[src/rtl/mpa_rf_wb_arbiter.sv]
// mpa_rf_wb_arbiter
// Write-back scheduler for the 32x32 register file. NREQ write-back units
// share the single write port (WE/A2/DIN) through a valid/ready handshake.
// A 32-entry busy scoreboard tracks reserved destinations so the issue stage
// can see RAW/WAW hazards.
// Build option: define MPA_RF_ARB_RR_EN for round-robin arbitration.
// Without it the arbiter is fixed priority (lowest index wins) and has no
// pointer register.
module mpa_rf_wb_arbiter #(
  parameter int NREQ = 3
) (
  input  logic                CLK,
  input  logic                HW_RST,
  input  logic [NREQ-1:0]     REQ_VALID,
  input  logic [5*NREQ-1:0]   REQ_ADDR,
  input  logic [32*NREQ-1:0]  REQ_DATA,
  output logic [NREQ-1:0]     REQ_READY,
  input  logic                RSV_VALID,
  input  logic [4:0]          RSV_ADDR,
  output logic                RSV_READY,
  input  logic [4:0]          RD_ADDR0,
  input  logic [4:0]          RD_ADDR1,
  output logic                HAZ0,
  output logic                HAZ1,
  output logic                WE,
  output logic [4:0]          A2,
  output logic [31:0]         DIN,
  output logic [31:0]         BUSY
);

  logic [NREQ-1:0] w_grant;
  logic            w_xfer;
  logic            w_wrValid;
  logic [4:0]      w_selAddr;
  logic [31:0]     w_selData;
  logic            w_rsvAcc;
  logic [31:0]     w_busyNext;

  logic            r_we;
  logic [4:0]      r_a2;
  logic [31:0]     r_din;
  logic [31:0]     r_busy;

`ifdef MPA_RF_ARB_RR_EN
  localparam int PW = (NREQ > 1) ? $clog2(NREQ) : 1;

  logic [PW-1:0] r_ptr;
  logic [PW-1:0] w_ptrNext;

  // Round-robin grant: first valid requester at or after the pointer wins
  always_comb begin
    logic [PW-1:0] idx;
    logic          found;
    w_grant   = '0;
    w_ptrNext = r_ptr;
    found     = 1'b0;
    idx       = '0;
    for (int k = 0; k < NREQ; k++) begin
      idx = PW'((int'(r_ptr) + k) % NREQ);
      if (!found && REQ_VALID[idx]) begin
        w_grant[idx] = 1'b1;
        w_ptrNext    = (int'(idx) == NREQ - 1) ? '0 : idx + PW'(1);
        found        = 1'b1;
      end
    end
  end

  // Pointer moves just past the winner only when a transfer actually happens
  always_ff @(posedge CLK) begin
    if (HW_RST) begin
      r_ptr <= '0;
    end else if (w_xfer) begin
      r_ptr <= w_ptrNext;
    end
  end
`else
  // Fixed priority: isolate the lowest set request bit
  always_comb begin
    w_grant = REQ_VALID & (~REQ_VALID + NREQ'(1));
  end
`endif

  assign REQ_READY = w_grant;
  assign w_xfer    = |w_grant;

  // Route the winning requester's address and data toward the write port
  always_comb begin
    w_selAddr = '0;
    w_selData = '0;
    for (int i = 0; i < NREQ; i++) begin
      if (w_grant[i]) begin
        w_selAddr = REQ_ADDR[5*i +: 5];
        w_selData = REQ_DATA[32*i +: 32];
      end
    end
  end

  // Writes to $zero finish the handshake but never reach the register file
  assign w_wrValid = w_xfer && (w_selAddr != 5'd0);

  // A busy destination blocks a new reservation until its write-back lands
  assign w_rsvAcc  = RSV_VALID && ((RSV_ADDR == 5'd0) || !r_busy[RSV_ADDR]);
  assign RSV_READY = w_rsvAcc;

  // Scoreboard update: clear on write-back, set on accepted reservation
  always_comb begin
    w_busyNext = r_busy;
    if (w_wrValid) begin
      w_busyNext[w_selAddr] = 1'b0;
    end
    if (w_rsvAcc && (RSV_ADDR != 5'd0)) begin
      w_busyNext[RSV_ADDR] = 1'b1;
    end
  end

  // Register-file write port and scoreboard state, one cycle after transfer
  always_ff @(posedge CLK) begin
    if (HW_RST) begin
      r_we   <= 1'b0;
      r_a2   <= '0;
      r_din  <= '0;
      r_busy <= '0;
    end else begin
      r_we   <= w_wrValid;
      r_busy <= w_busyNext;
      if (w_wrValid) begin
        r_a2  <= w_selAddr;
        r_din <= w_selData;
      end
    end
  end

  // Hazards read the live scoreboard; $zero never carries a hazard
  always_comb begin
    HAZ0 = (RD_ADDR0 != 5'd0) && r_busy[RD_ADDR0];
    HAZ1 = (RD_ADDR1 != 5'd0) && r_busy[RD_ADDR1];
  end

  assign WE   = r_we;
  assign A2   = r_a2;
  assign DIN  = r_din;
  assign BUSY = r_busy;

endmodule

[config.mk]
export PLATFORM = sky130hd
export DESIGN_NAME = mpa_rf_wb_arbiter
export DESIGN_NICKNAME = d
export VERILOG_FILES = /design/src/rtl/mpa_rf_wb_arbiter.sv
export SDC_FILE = /design/constraint.sdc
export NUM_CORES = 1
export LEC_CHECK = 0
export CORE_ASPECT_RATIO = 0.7
export CORE_MARGIN = 2
export CORE_UTILIZATION = 45
export DETAILED_ROUTE_END_ITERATION = 8
export GPL_TIMING_DRIVEN = 0
export PLACE_DENSITY = 0.86
export SYNTH_ARGS = -nofsm -noshare
export SYNTH_HDL_FRONTEND = slang
export SYNTH_SLANG_ARGS = --single-unit
[constraint.sdc]
create_clock -name CLK -period 3.5 [get_ports CLK]
set_input_delay 0.7 -clock CLK [delete_from_list [all_inputs] [get_ports CLK]]
set_output_delay 0.7 -clock CLK [all_outputs]
set_load 0.05 [all_outputs]
==> results.tsv <==
metric	value	unit
outcome	finished, violations left	
failing checks	design-rule violations	
Final #Nets	883	
reg2reg end	BUSY[5]$_SDFF_PP0_	
initial detailed-routing violation count	679	
Slew HR	54.7	%
clock share of power	38.4	%
Critical Path RT	2.80	ns
TritonCTS Buffers	9	
EDFF count, synth	0	
fillers	746	
Max-Cap Viols	0	
async set-reset flop share out of synthesis	0	%
Avg Synthesized Cell Area	8.29	µm²
Worst Path Max Fanout	9	
PD cells	364	nW/µm²
CTS Sinks	70	
sequential element share of the synthesized area	31.3	%
Seq pwr share	33.8	%
Core Area	9680	µm²
critical path launch point	RD_ADDR1[0]	
fmax	290	MHz
Area Growth Syn to Fin	56.0	%
crit start category	primary input	
Worst-path clk slew	0.06	ns
combinational share of power	27.8	%
Reg-to-Reg Start	BUSY[30]$_SDFF_PP0_	
fin cells	884	
Tmin final	3.45	ns
Vias	5497	
flop2flop setup slack	1.73	ns
IO Pins	208	
Die W	123	µm
Hold Path Origin	DIN[8]$_SDFFE_PP0N_	
uppermost layer routed	met4	
worst ir drop on vdd	0.227	mV
Tightest Pin Transition	0.676	ns
Crit Path Category	in -> out	
worst min path class	reg -> reg	
vias per cell	6.22	
layout cell share with drive strength beyond 1	9.66	%
clk_lat worst skew	0.34	ns
RSZ-0062 raised after global routing	no	
die height	87.5	µm
Int Pwr	1760	µW
Rows	30	
Placer Congestion	0.941	
DRC	1	
Post-DRT Antenna Nets	0	
root buf cell	clkbuf_16	
DRT Pass-1 Iters	9	
met1 wire length	7640	µm
CP Capture Type	primary output	
CP arrival	2.75	ns
largest buffer count on any clock path	2	
Initial Util	46.3	%
HPWL after DPL	14100	µm
WL met3	1850	µm
Hold EP	DIN[8]$_SDFFE_PP0N_	
Switching Share	30.9	%
WHS Path Cells	2	
hold buffer count at CTS	0	
vias in the first global route	5227	
gr usage total	33.9	%
hold_ws	0.463	ns
wire per inst	20.6	µm
largest net degree at the start of global routing	20	
Gate Count Post-Synth	541	
Design Power	2550	µW
reg2reg path depth	5	
cell total after placement	870	
first-pass GRT wire length	27900	µm
H-tree depth	3	
final period utilization	98.6	%
met2 wire length	8190	µm
post-synthesis register bit count	70	
Syn Nets	673	
Final Max Tran Viols	0	
Top FF cell, synth	dfxtp_1	
Clock Skew	0.00936	ns
Psw	788	µW
Ys Warns	0	
Netlist cell types	38	
area occupied by registers	1400	µm²
postcts setup bufs	0	
LEAKAGE	0.00247	µW
WL final	18200	µm
area of the multi-input gates	2850	µm²
CTS tree	built	
final hold violation count	0	
port buffer count	201	
antenna violations before repair	0	
die area	10800	µm²
Mapped Area	4480	µm²
Setup-failing EPs final	0	
Inserted Diodes	0	
gr ovfl total	0	
-- metal layers --
metal	GRT usage (%)	up-vias
li1	-	2481
met1	47.0	2636
met2	51.9	330
met3	8.12	50
met4	11.6	0
met5	0	-
-- sequential cells by signal, indices dropped and copies added (netlist names) --
signal and cells:
A2 5, DIN 32, BUSY 32, WE 1
-- how the worst max path moves through the flow --
stage | endpoint | slack [ns]
after floorplan | RSV_READY | 0.21
after global placement | RSV_READY | -0.85
after detailed placement | RSV_READY | -0.86
after CTS | REQ_READY[1] | 0.005
after global routing | HAZ1 | 0.0007
final | HAZ1 | 0.05
-- cell usage after synthesis (10+ instances only) --
master / instances / share of area (%)
nand2_1: 70 / 5.9
a21oi_1: 45 / 5.0
nand3_1: 44 / 4.9
mux4_2: 21 / 11
mux2i_1: 13 / 2.9
o21ai_0: 42 / 4.7
nor2b_1: 36 / 5.0
dfxtp_1: 70 / 31
o211ai_1: 32 / 5.4
nand3b_1: 10 / 1.7
o221ai_1: 32 / 6.3
clkbuf_1: 32 / 2.7
buf_2: 13 / 1.5
o31ai_1: 19 / 3.2
-- placed cells by master (no fill, tap or decap), types with 4 or more instances in the layout --
cell type / count
nand3b_1: 10
nand2b_1: 7
dfxtp_1: 70
nand2_1: 70
o21ai_0: 42
clkbuf_16: 9
dlygate4sd2_1: 4
buf_2: 12
inv_1: 4
nor2b_1: 36
mux4_2: 21
o211ai_1: 32
clkbuf_8: 4
mux2i_1: 13
or3_1: 4
clkdlybuf4s50_1: 193
buf_4: 6
o31ai_1: 18
nor2_1: 8
o221ai_1: 32
nand3_1: 44
a21oi_1: 44
a31oi_1: 4
clkbuf_1: 28
-- power by group through the flow --
stage / clock (µW) / combinational [µW] / sequential [µW]
finish: 978 / 708 / 861
global route: 1010 / 745 / 865
CTS: 968 / 698 / 861
detailed placement: 0 / 696 / 877
global placement: 0 / 683 / 876
floorplan: 0 / 247 / 1010
-- cell families after synthesis --
kind of cell	synth area share, %
compound gates	27.2
buf+inv	5.89
flops	31.2
mux	14.0
simple gates	21.7
-- cell type report --
cell class | count | area share, %
well taps | 128 | 2.29
clock inverters | 3 | 0.572
repair buffers | 201 | 28.6
plain buffers | 52 | 3.58
flip-flops and latches | 70 | 20.0
clock buffers | 13 | 4.01
inverters | 4 | 0.215
multi-input cells | 413 | 40.7
-- what timing repair did --
action | 4_1_cts | 5_1_grt
setup endpoints to repair | 5 | 4
pin swaps | 0 | 1
resized for setup | 16 | 10
gates cloned | 0 | 0
hold endpoints to repair | 0 | 0
-- critical path, stage by stage --
cell and delay, ns:
buf_2 0.26, mux4_2 0.56, mux4_2 0.50, mux2_2 0.28, dlygate4sd2_1 0.44
-- through the flow --
stage / area, µm² / setup TNS [ns] / setup WS [ns] / utilization, %
floorplan: 4490 / 0 / 0.209 / -
CTS: 6980 / 0 / 0.00481 / 72.0
global route: 7000 / 0 / 0.000749 / 72.2
finish: 7000 / 0 / 0.0499 / 72.2
detailed placement: 6660 / -2.36 / -0.863 / 68.8
global placement: 6660 / -2.22 / -0.845 / 68.8
No activity file was read; power rests on OpenSTA's default activity.
